`src/rtl/dfe_pkg.sv`:
```
// Shared DFE filter-array definitions: CIC geometry, Q1.15 limits, dec_sel type.
// Latency: n/a (package).
// Backpressure: n/a (package).
package dfe_pkg;

    localparam int CIC_N_STAGES     = 5;
    localparam int CIC_MAX_DEC_LOG2 = 4;

    // Q1.15 saturation limits
    localparam int Q15_MAX = 32767;
    localparam int Q15_MIN = -32768;

    typedef logic [2:0] dec_sel_t;

    // Register width that holds the full R^N growth without loss
    function automatic int cic_acc_width(input int data_width, input int n_stages,
                                         input int max_dec_log2);
        return data_width + n_stages * max_dec_log2;
    endfunction

    // Requests beyond the largest supported ratio fall back to that ratio
    function automatic dec_sel_t clamp_dec_sel(input dec_sel_t d, input int max_log2);
        if (int'(d) > max_log2) begin
            return dec_sel_t'(max_log2);
        end
        return d;
    endfunction

endpackage

```
`src/rtl/cic_round_sat.sv`:
```
// CIC gain normalisation: runtime arithmetic right shift by N*log2(R), round-half-up, saturate.
// Latency: combinational.
// Backpressure: none; evaluated every cycle, consumer qualifies the result.
//
// Ports:
//   acc_i  comb chain result (ACC_WIDTH, signed)
//   dec_i  active log2(R), already clamped
//   dat_o  normalised sample (DATA_WIDTH, signed)
//   ovf_o  result clipped to POS_LIM
//   unf_o  result clipped to NEG_LIM
module cic_round_sat
    import dfe_pkg::*;
#(
    parameter int ACC_WIDTH  = 36,
    parameter int DATA_WIDTH = 16,
    parameter int N_STAGES   = 5,
    parameter int POS_LIM    = Q15_MAX,
    parameter int NEG_LIM    = Q15_MIN
) (
    input  logic signed [ACC_WIDTH-1:0]  acc_i,
    input  logic        [2:0]            dec_i,
    output logic signed [DATA_WIDTH-1:0] dat_o,
    output logic                         ovf_o,
    output logic                         unf_o
);

    // One guard bit so adding the rounding half can never wrap
    localparam int SW = ACC_WIDTH + 1;
    localparam logic signed [SW-1:0] POS_W = SW'(POS_LIM);
    localparam logic signed [SW-1:0] NEG_W = SW'(NEG_LIM);

    logic        [5:0]    shamt;
    logic signed [SW-1:0] ext;
    logic signed [SW-1:0] half;
    logic signed [SW-1:0] rnd;
    logic signed [SW-1:0] shifted;

    always_comb begin
        shamt   = 6'(N_STAGES) * 6'(dec_i);
        ext     = SW'(acc_i);
        half    = '0;
        if (shamt != 6'd0) begin
            half = SW'(1) << (shamt - 6'd1);
        end
        rnd     = ext + half;
        shifted = rnd >>> shamt;

        dat_o = shifted[DATA_WIDTH-1:0];
        ovf_o = 1'b0;
        unf_o = 1'b0;
        if (shifted > POS_W) begin
            dat_o = POS_W[DATA_WIDTH-1:0];
            ovf_o = 1'b1;
        end else if (shifted < NEG_W) begin
            dat_o = NEG_W[DATA_WIDTH-1:0];
            unf_o = 1'b1;
        end
    end

endmodule

```
`src/rtl/cic_decimator.sv`:
```
// Hogenauer CIC decimator, R = 2^dec_sel (1..16), N integrators + N combs, Q1.15 in/out.
// Latency: 1 clk from the strobing valid_in to valid_out (plus N samples of filter delay).
// Backpressure: none; input qualified by valid_in, gaps hold all state.
//
// Ports:
//   clk, rst_n         clock, asynchronous active-low reset
//   valid_in, cic_in   input sample strobe and signed Q1.15 sample
//   dec_sel, cfg_load  requested log2(R); pulse latches it and flushes the datapath
//   bypass             registered pass-through, filter state frozen
//   cic_out, valid_out decimated sample and its one-cycle strobe
//   overflow/underflow saturation flags, qualified by valid_out
module cic_decimator
    import dfe_pkg::*;
#(
    parameter int DATA_WIDTH   = 16,
    parameter int DATA_FRAC    = 15,
    parameter int N_STAGES     = CIC_N_STAGES,
    parameter int MAX_DEC_LOG2 = CIC_MAX_DEC_LOG2
) (
    input  logic                  clk,
    input  logic                  rst_n,
    input  logic                  valid_in,
    input  logic [DATA_WIDTH-1:0] cic_in,
    input  logic [2:0]            dec_sel,
    input  logic                  cfg_load,
    input  logic                  bypass,
    output logic [DATA_WIDTH-1:0] cic_out,
    output logic                  valid_out,
    output logic                  overflow,
    output logic                  underflow
);

    localparam int ACC_WIDTH = cic_acc_width(DATA_WIDTH, N_STAGES, MAX_DEC_LOG2);
    localparam int PH_W      = MAX_DEC_LOG2;

    logic signed [ACC_WIDTH-1:0] int_q [N_STAGES];
    logic signed [ACC_WIDTH-1:0] int_d [N_STAGES];
    logic signed [ACC_WIDTH-1:0] dly_q [N_STAGES];
    logic signed [ACC_WIDTH-1:0] dly_d [N_STAGES];
    logic signed [ACC_WIDTH-1:0] comb_c [N_STAGES+1];

    logic [PH_W-1:0] phase_q, phase_d;
    logic [PH_W-1:0] phase_last;
    dec_sel_t        dec_q, dec_d;

    logic [DATA_WIDTH-1:0] out_q, out_d;
    logic                  vld_q, vld_d;
    logic                  ovf_q, ovf_d;
    logic                  unf_q, unf_d;

    logic                         run;
    logic                         dec_strobe;
    logic signed [ACC_WIDTH-1:0]  in_ext;
    logic signed [DATA_WIDTH-1:0] rs_dat;
    logic                         rs_ovf;
    logic                         rs_unf;

    assign phase_last = PH_W'((32'd1 << dec_q) - 32'd1);
    assign in_ext     = {{(ACC_WIDTH-DATA_WIDTH){cic_in[DATA_WIDTH-1]}}, cic_in};

    // A sample is consumed only when not frozen by bypass and not dropped by cfg_load
    assign run        = valid_in && !bypass && !cfg_load;
    assign dec_strobe = run && (phase_q == phase_last);

    // Comb chain at the decimated rate, differential delay 1, fed by the pre-update last integrator
    always_comb begin
        comb_c[0] = int_q[N_STAGES-1];
        for (int i = 0; i < N_STAGES; i++) begin
            comb_c[i+1] = comb_c[i] - dly_q[i];
        end
    end

    cic_round_sat #(
        .ACC_WIDTH  (ACC_WIDTH),
        .DATA_WIDTH (DATA_WIDTH),
        .N_STAGES   (N_STAGES),
        .POS_LIM    ((2 ** DATA_FRAC) - 1),
        .NEG_LIM    (-(2 ** DATA_FRAC))
    ) u_round_sat (
        .acc_i (comb_c[N_STAGES]),
        .dec_i (dec_q),
        .dat_o (rs_dat),
        .ovf_o (rs_ovf),
        .unf_o (rs_unf)
    );

    always_comb begin
        int_d   = int_q;
        dly_d   = dly_q;
        phase_d = phase_q;
        dec_d   = dec_q;
        out_d   = out_q;
        vld_d   = 1'b0;
        ovf_d   = ovf_q;
        unf_d   = unf_q;

        if (cfg_load) begin
            for (int i = 0; i < N_STAGES; i++) begin
                int_d[i] = '0;
                dly_d[i] = '0;
            end
            phase_d = '0;
            dec_d   = clamp_dec_sel(dec_sel, MAX_DEC_LOG2);
        end else if (run) begin
            // Integrators are pipelined: each stage adds its predecessor's registered value.
            // Wrap at ACC_WIDTH is harmless, the combs undo it exactly.
            int_d[0] = int_q[0] + in_ext;
            for (int i = 1; i < N_STAGES; i++) begin
                int_d[i] = int_q[i] + int_q[i-1];
            end
            if (dec_strobe) begin
                phase_d = '0;
                for (int i = 0; i < N_STAGES; i++) begin
                    dly_d[i] = comb_c[i];
                end
            end else begin
                phase_d = phase_q + PH_W'(1);
            end
        end

        if (cfg_load) begin
            vld_d = 1'b0;
        end else if (bypass) begin
            out_d = cic_in;
            vld_d = valid_in;
            ovf_d = 1'b0;
            unf_d = 1'b0;
        end else if (dec_strobe) begin
            out_d = rs_dat;
            vld_d = 1'b1;
            ovf_d = rs_ovf;
            unf_d = rs_unf;
        end
    end

    always_ff @(posedge clk or negedge rst_n) begin
        if (!rst_n) begin
            for (int i = 0; i < N_STAGES; i++) begin
                int_q[i] <= '0;
                dly_q[i] <= '0;
            end
            phase_q <= '0;
            dec_q   <= '0;
            out_q   <= '0;
            vld_q   <= 1'b0;
            ovf_q   <= 1'b0;
            unf_q   <= 1'b0;
        end else begin
            int_q   <= int_d;
            dly_q   <= dly_d;
            phase_q <= phase_d;
            dec_q   <= dec_d;
            out_q   <= out_d;
            vld_q   <= vld_d;
            ovf_q   <= ovf_d;
            unf_q   <= unf_d;
        end
    end

    assign cic_out   = out_q;
    assign valid_out = vld_q;
    assign overflow  = ovf_q;
    assign underflow = unf_q;

endmodule
```
`config.mk`:
```
export PLATFORM = sky130hd
export DESIGN_NAME = cic_decimator
export DESIGN_NICKNAME = d
export VERILOG_FILES = /design/src/rtl/dfe_pkg.sv /design/src/rtl/cic_round_sat.sv /design/src/rtl/cic_decimator.sv
export SDC_FILE = /design/constraint.sdc
export NUM_CORES = 2
export LEC_CHECK = 0
export ABC_AREA = 1
export CAP_MARGIN = 40
export CORE_MARGIN = 2
export CORE_UTILIZATION = 25
export DETAILED_ROUTE_END_ITERATION = 8
export GPL_TIMING_DRIVEN = 0
export SLEW_MARGIN = 20
export SYNTH_ARGS = -nofsm -noshare
export SYNTH_HDL_FRONTEND = slang
export SYNTH_SLANG_ARGS = --single-unit
```
`constraint.sdc`:
```
create_clock -name clk -period 28.9 [get_ports clk]
set_clock_uncertainty 0.2 [all_clocks]
set_input_delay 5.78 -clock clk [delete_from_list [all_inputs] [get_ports clk]]
set_output_delay 5.78 -clock clk [all_outputs]
set_load 0.01 [all_outputs]
```
==> run summary <==
worst r2r dst -> cic_out[9]
Clock Sinks -> 386
Max Fclk -> 78.7 MHz
Main synth FF type -> dfrtp_1
CP endpoint kind -> flop
initial core utilization -> 25.3%
Hold Path Class -> flop to flop
router iterations before antenna repair -> 5
Rel. slew slack -> 41.6%
layout cells sized above 1 -> 3.58%
Register-to-Register Path Depth -> 72
Post-Syn Instances -> 4,833
gr ovfl total -> 0
Synth area leader -> dfrtp_1
synthesized area per cell -> 7.10 um2
Final Hold Fails -> 0
IO Count -> 43
antenna diode count -> 0
largest fanout on the critical path -> 10
die area -> 0.140 mm2
#FFs+latches synth -> 386
synthesis warning total -> 0
Worst path max stage delay -> 0.47 ns
Critical Path RT -> 29.16 ns
DR WL/cell -> 14.7 um
FF-to-FF setup slack -> 16.19 ns
Post-CTS Resized -> 0
ys async rst share -> 100%
startpoint types -> flop
Slew Viols, Final -> 0
H-tree Lvls -> 2
Layout Area Growth over Synthesis -> 13.0%
Unique masters post-synth -> 63
# hold bufs at CTS -> 0
die width -> 375 um
antenna violations before repair -> 0
routed vias -> 32.1k
final setup fails -> 0
final wirelength -> 99,500 um
Syn Nets -> 5,260
CTS buffer count -> 46
Initial DRC Count -> 2,169
vias per cell -> 4.76
critical path arrival -> 12.97 ns
first-pass GRT wire length -> 162,000 um
Post-synth EDFFs -> 0
largest cells by area after synthesis -> dfrtp_1, ha_1, nand2_1
TritonCTS clock tree -> built
fin crit period -> 12.71 ns
GRT Total Usage -> 13.9%
status -> completed
row cnt -> 135
sequential fraction of the synthesis area -> 28.1%
die height -> 375 um
clk root buf -> clkbuf_16
fin crit share -> 44.0%
most frequent CP cell -> nand2_1
DPL Wire Length -> 79,800 um
nets@finish -> 5,364
DRC -> 0
critical setup path kind -> flop to flop
Final ANT Viol Nets -> 0
clock latency at the later pin of the worst-skew pair -> 0.59 ns
Fin Setup TNS -> 0 ns
CP max-delay cell -> o21ai_0
IO buf count -> 42
vias in the first global route -> 30.6k
Core Region -> 0.136 mm2
most frequent cell after synthesis -> nand2_1
Reg clk slew, reported paths -> 0.06 ns
top cell type's share of synthesized area -> 28.1%
gpl congestion -> 0.907
post-CTS setup buffer count -> 0
unrepaired setup endpoints after global routing -> false
clk buf depth -> 3
commonest cells in the synthesized netlist -> nand2_1, inv_1, a21oi_1
largest net degree at the start of global routing -> 88
Worst-Margin Slew -> 0.876 ns
Worst Setup EP -> cic_out[9]
Worst Setup SP -> comb_c[180]
synthesized cell area -> 0.0343 mm2
Max Cap Viol -> 0
Worst R2R Start -> comb_c[180]
## through the flow
step           instances  hold WS, ns  worst slack (ns)  util [%]  cell area, um2
2_1_floorplan       4833        0.279             18.91         -           34300
3_3_place_gp        6656        0.268              3.45      27.2           37000
3_5_place_dp        6667        0.265             16.35      27.4           37200
4_1_cts             6748        0.284             16.27      28.5           38800
5_1_grt             6751        0.311             14.99      28.6           38800
6_report            6751        0.282             16.19      28.6           38800
## registers in the layout (all words and copies together) (netlist names)
register   flops
cic_out       16
comb_c        36
dec_q          3
dly_q        180
int_q        144
overflow       1
phase_q        4
underflow      1
valid_out      1
## cell usage in the layout (no fill, tap or decap), drive strengths merged, types with 25 or more instances in the layout
cell type      instances
clkdlybuf4s50         41
clkbuf               168
nand2               1207
a31oi                 34
a21o                  25
a21boi                31
nand3                230
dfrtp                386
o31ai                 58
o21ai                486
ha                   392
nor2                 299
buf                   40
o22ai                 68
inv                  605
xor2                 171
a21oi                446
xnor2                 95
## how the worst min path moves through the flow
stage                  end   startpoint  slack [ns]  cells after the start
2_1_floorplan   int_q[178]   int_q[178]        0.28                      2
3_3_place_gp    cic_out[3]   cic_out[3]        0.27                      2
3_5_place_dp    cic_out[0]   cic_out[0]        0.27                      2
4_1_cts         cic_out[8]   cic_out[8]        0.28                      2
5_1_grt         cic_out[1]   cic_out[1]        0.31                      2
6_report       cic_out[10]  cic_out[10]        0.28                      2
## area by class of cell
cell class / count / area (um2)
multi-input cells: 3706 / 21800
flip-flops and latches: 386 / 9660
plain buffers: 132 / 548
repair buffers: 56 / 668
clock buffers: 61 / 1300
fillers: 14900 / 97000
inverters: 609 / 2290
clock inverters: 20 / 270
well taps: 1781 / 2230
## per-layer routing
layer  global-route usage [%]  wire length, um  share of wire (%)
met3                     1.27             3840                3.9
met5                        0                0                  0
met2                     22.6            44300                 44
met4                     3.04             2250                2.3
met1                     19.9            49100                 49
## cell families after synthesis
family / share of synthesized area, %
mux: 0.233
buf+inv: 8.28
xor+xnor: 6.79
fa+ha+maj: 14.9
simple gates: 21.7
compound gates: 19.9
flops: 28.1
## critical path, delay by kind of cell, from the launching register on
family	cells	cell delay [ns]
and+or+nand+nor	27	2.57
AOI/OAI and AO/OA	26	5.00
adders and majority gates	7	2.36
DFF	1	0.38
buffers and inverters	7	0.65
xor gates and xnor gates	5	1.44
Power is left out: the tool's default activity adds up to more than one toggle a clock period on the data nets, which glitch-free logic cannot reach.
